### src/rtl/opcodes_pkg.sv
// opcodes_pkg: decoded RV32I instruction enum shared by decode-stage blocks
package opcodes_pkg;
  typedef enum logic [5:0] {
    INVALID, LUI, AUIPC, JAL, JALR,
    BEQ, BNE, BLT, BGE, BLTU, BGEU,
    LB, LH, LW, LBU, LHU,
    SB, SH, SW,
    ADDI, SLTI, SLTIU, XORI, ORI, ANDI,
    SLLI, SRLI, SRAI,
    ADD, SUB, SLL, SLT, SLTU, XOR, SRL, SRA, OR, AND,
    FENCE, ECALL, EBREAK
  } opcode_out_t;
endpackage

### src/rtl/immediate_generator.sv
// immediate_generator: RV32I decode-stage immediate (imm_out combinational, imm_q registered; ports clk, rst_n, opcode_in, instr_in, imm_out, imm_q)
module immediate_generator
  import opcodes_pkg::*;
#(
  parameter int XLEN = 32
) (
  input  logic            clk,
  input  logic            rst_n,
  input  opcode_out_t     opcode_in,
  input  logic [XLEN-1:0] instr_in,
  output logic [XLEN-1:0] imm_out,
  output logic [XLEN-1:0] imm_q
);
  always_comb begin
    imm_out = '0;
    case (opcode_in)
      ADDI, SLTI, SLTIU, XORI, ORI, ANDI, LB, LH, LW, LBU, LHU, JALR:
        imm_out = {{20{instr_in[31]}}, instr_in[31:20]};
      SLLI, SRLI, SRAI:
        imm_out = {27'b0, instr_in[24:20]};
      SB, SH, SW:
        imm_out = {{20{instr_in[31]}}, instr_in[31:25], instr_in[11:7]};
      BEQ, BNE, BLT, BGE, BLTU, BGEU:
        imm_out = {{19{instr_in[31]}}, instr_in[31], instr_in[7], instr_in[30:25], instr_in[11:8], 1'b0};
      LUI, AUIPC:
        imm_out = {instr_in[31:12], 12'b0};
      JAL:
        imm_out = {{11{instr_in[31]}}, instr_in[31], instr_in[19:12], instr_in[20], instr_in[30:21], 1'b0};
      default:
        imm_out = '0;
    endcase
  end
  always_ff @(posedge clk or negedge rst_n)
    if (!rst_n) imm_q <= '0;
    else imm_q <= imm_out;
endmodule

### config.mk
export PLATFORM = sky130hd
export DESIGN_NAME = immediate_generator
export DESIGN_NICKNAME = d
export VERILOG_FILES = /design/src/rtl/opcodes_pkg.sv /design/src/rtl/immediate_generator.sv
export SDC_FILE = /design/constraint.sdc
export NUM_CORES = 1
export LEC_CHECK = 0
export BUFFER_PORTS_ARGS = -buffer_cell sky130_fd_sc_hd__buf_2
export CORE_UTILIZATION = 42
export CTS_CLUSTER_DIAMETER = 60
export DETAILED_ROUTE_END_ITERATION = 10
export PLACE_DENSITY = 0.92
export SLEW_MARGIN = 20
export SYNTH_ARGS = -nofsm -noshare
export SYNTH_HDL_FRONTEND = slang
export SYNTH_SLANG_ARGS = --single-unit
### constraint.sdc
create_clock -name clk -period 4.3 [get_ports clk]
set_clock_uncertainty 0.05 [all_clocks]
set_input_delay 0.86 -clock clk [delete_from_list [all_inputs] [get_ports clk]]
set_output_delay 0.86 -clock clk [all_outputs]
set_load 0.1 [all_outputs]
==> metrics.txt <==
cts repair resizes=0; # DRC=0; antenna violations before repair=0; core area=3100 um2; nets@finish=245; TritonRoute pass-1 iters=4; Post-synth EDFFs=0; Slew headroom=47.6%; Finished Cell Area=1910 um2; simple-gate share of the synthesized area=13.3%; clock-pin slew on the worst setup and hold paths=80 ps; post-CTS setup buffer count=0; ANT cells=0; Power Density=476 nW/um2; Hold Fails Final Rpt=0; worst vdd ir=0.000136 V; cts bufs inserted=5; final setup violating endpoints=0; fin cells=250; Iter 0 DRT Violations=69; top_reg_cell synth=dfrtp_1; leakage power=0.00120 uW; share of layout cells above drive strength 1=55.8%; Placer Congestion=0.770; number of flip-flops under the largest register name=32; vias in the first global route=1256; Top Ports=104; clk buf depth=2; Initial Util=44.8%; Max H-tree Level=2; Syn Inst Count=109; Setup CP Type=in -> out; Syn Area/Cell=12.7 um2; area grow syn2layout=37.8%; DIE WIDTH=59.5 um; Routed Antenna Nets=0; Synth Area in Compound Gates=22.8%; Area after DPL=1860 um2; Post-Place Cells=242; Die ar.=3540 um2; Slew Limit Fails=0; clock root buffer=clkbuf_4; largest net degree at the start of global routing=33; Top reg by flops=imm_q; Max Fclk=0.280 GHz; RSZ-0062 raised after global routing=no; warnings from Yosys=0; area share of xor/xnor cells in the synthesized design=1.26%; Syn Std Cell Area=1390 um2; crit share post-route=83.0%; ys async rst share=100%; registers with the most flip-flops=imm_q: 32 flops; Critical Path Sink Type=output port; Site Rows=20; required time of the critical path=3390 ps; Die Y=59.5 um; drt total wl=3.90 mm; hold crit path type=in -> async; grt ovf=0; fin util=61.7%; largest family of logic cells by synthesized area=compound AO/OA/AOI/OAI gates; routed length per instance=15.6 um; CTS tree=done; Via density=5.18; setup TNS=0 ps; # port buffers=96; Startpoint Class=input pin; register area share after synthesis=57.7%; clk sinks=32; Worst-Margin Slew=784 ps; first-pass GRT wire length=5.69 mm; Synth cell types=33; adder and majority cell fraction of the synthesized area=0%; Final HPWL DP=2.88 mm; maxcap violations=0; CP Data Arrival Time=2660 ps; routed vias=1294; Post-CTS Hold Buffers=0; min cycle time layout=3570 ps; FF+latch count, synth=32; mux cell area share after synthesis=0%; GRT Resource Usage Total=22.4%; critical-path maximum fanout=14; Post-Syn Nets=149; Total Power=910 uW; status=complete, no violations
## worst max-delay path, cell delays in order
cell     delay, ps
buf_2          190
nor2_1         200
nand2_1        100
nor2_1         620
a21o_1         250
buf_2          430
## layout by cell type, fill, tap and decap left out, types with 2 or more instances in the layout
master,count
buf_2,96
dfrtp_1,32
a21o_1,19
nor2_1,7
and2_1,6
clkbuf_4,5
o21ai_0,4
a22o_1,4
a21oi_2,3
nand2_1,2
xnor2_1,2
nand2_2,2
nand4_1,2
clkbuf_1,2
## per-layer routing
layer | up-vias | share of wire, % | track usage (%)
li1 | 583 | - | -
met1 | 614 | 35 | 21.8
met2 | 81 | 53 | 39.3
met3 | 16 | 8.3 | 7.86
met4 | 0 | 4.5 | 15.9
met5 | - | 0 | 0
## metrics by stage
stage	hold WS [ps]	worst slack (ps)
after floorplan	514	563
after global placement	868	845
after detailed placement	864	763
after CTS	510	748
after global routing	538	651
final	504	732
## layout make-up
cell class	count	area [um2]
fill	246	1190
tap	44	55.1
sequential	32	801
clock buffer	8	58.8
multi-input combinational	70	519
timing repair buffer	96	480
## power by group
part,internal [uW],total [uW],switching (uW)
sequential,320,324,4.78
clock,80.6,169,88.2
combinational,58.5,417,359
## synth_stat cells, types with 2 or more instances
| library cell | number | area share [%] |
|---|---|---|
| a21o_1 | 19 | 10 |
| a21oi_2 | 3 | 1.9 |
| a22o_1 | 4 | 2.5 |
| and2_1 | 6 | 2.7 |
| buf_6 | 5 | 4.1 |
| dfrtp_1 | 32 | 58 |
| nand2_1 | 2 | 0.54 |
| nand2_2 | 2 | 0.90 |
| nand4_1 | 2 | 0.90 |
| nor2_1 | 7 | 1.9 |
| o21ai_0 | 4 | 1.4 |
| xnor2_1 | 2 | 1.3 |
## kinds of logic (layout without fill, tap and decap cells)
logic type | after synthesis | after routing
DFF | 32 | 32
AOI/OAI and AO/OA | 39 | 39
buffers and inverters | 7 | 104
and+or+nand+nor | 29 | 29
xor gates and xnor gates | 2 | 2
## worst paths after layout
kind	start	cells after the start	slack (ps)	end
setup / recovery	opcode_in[2]	6	730	imm_out[28]
hold / removal	rst_n	1	500	imm_q[6]
max in group asynchronous	rst_n	1	3280	imm_q[12]
min in group clk	instr_in[13]	2	710	imm_q[13]
Power figures use the tool's default switching activity.
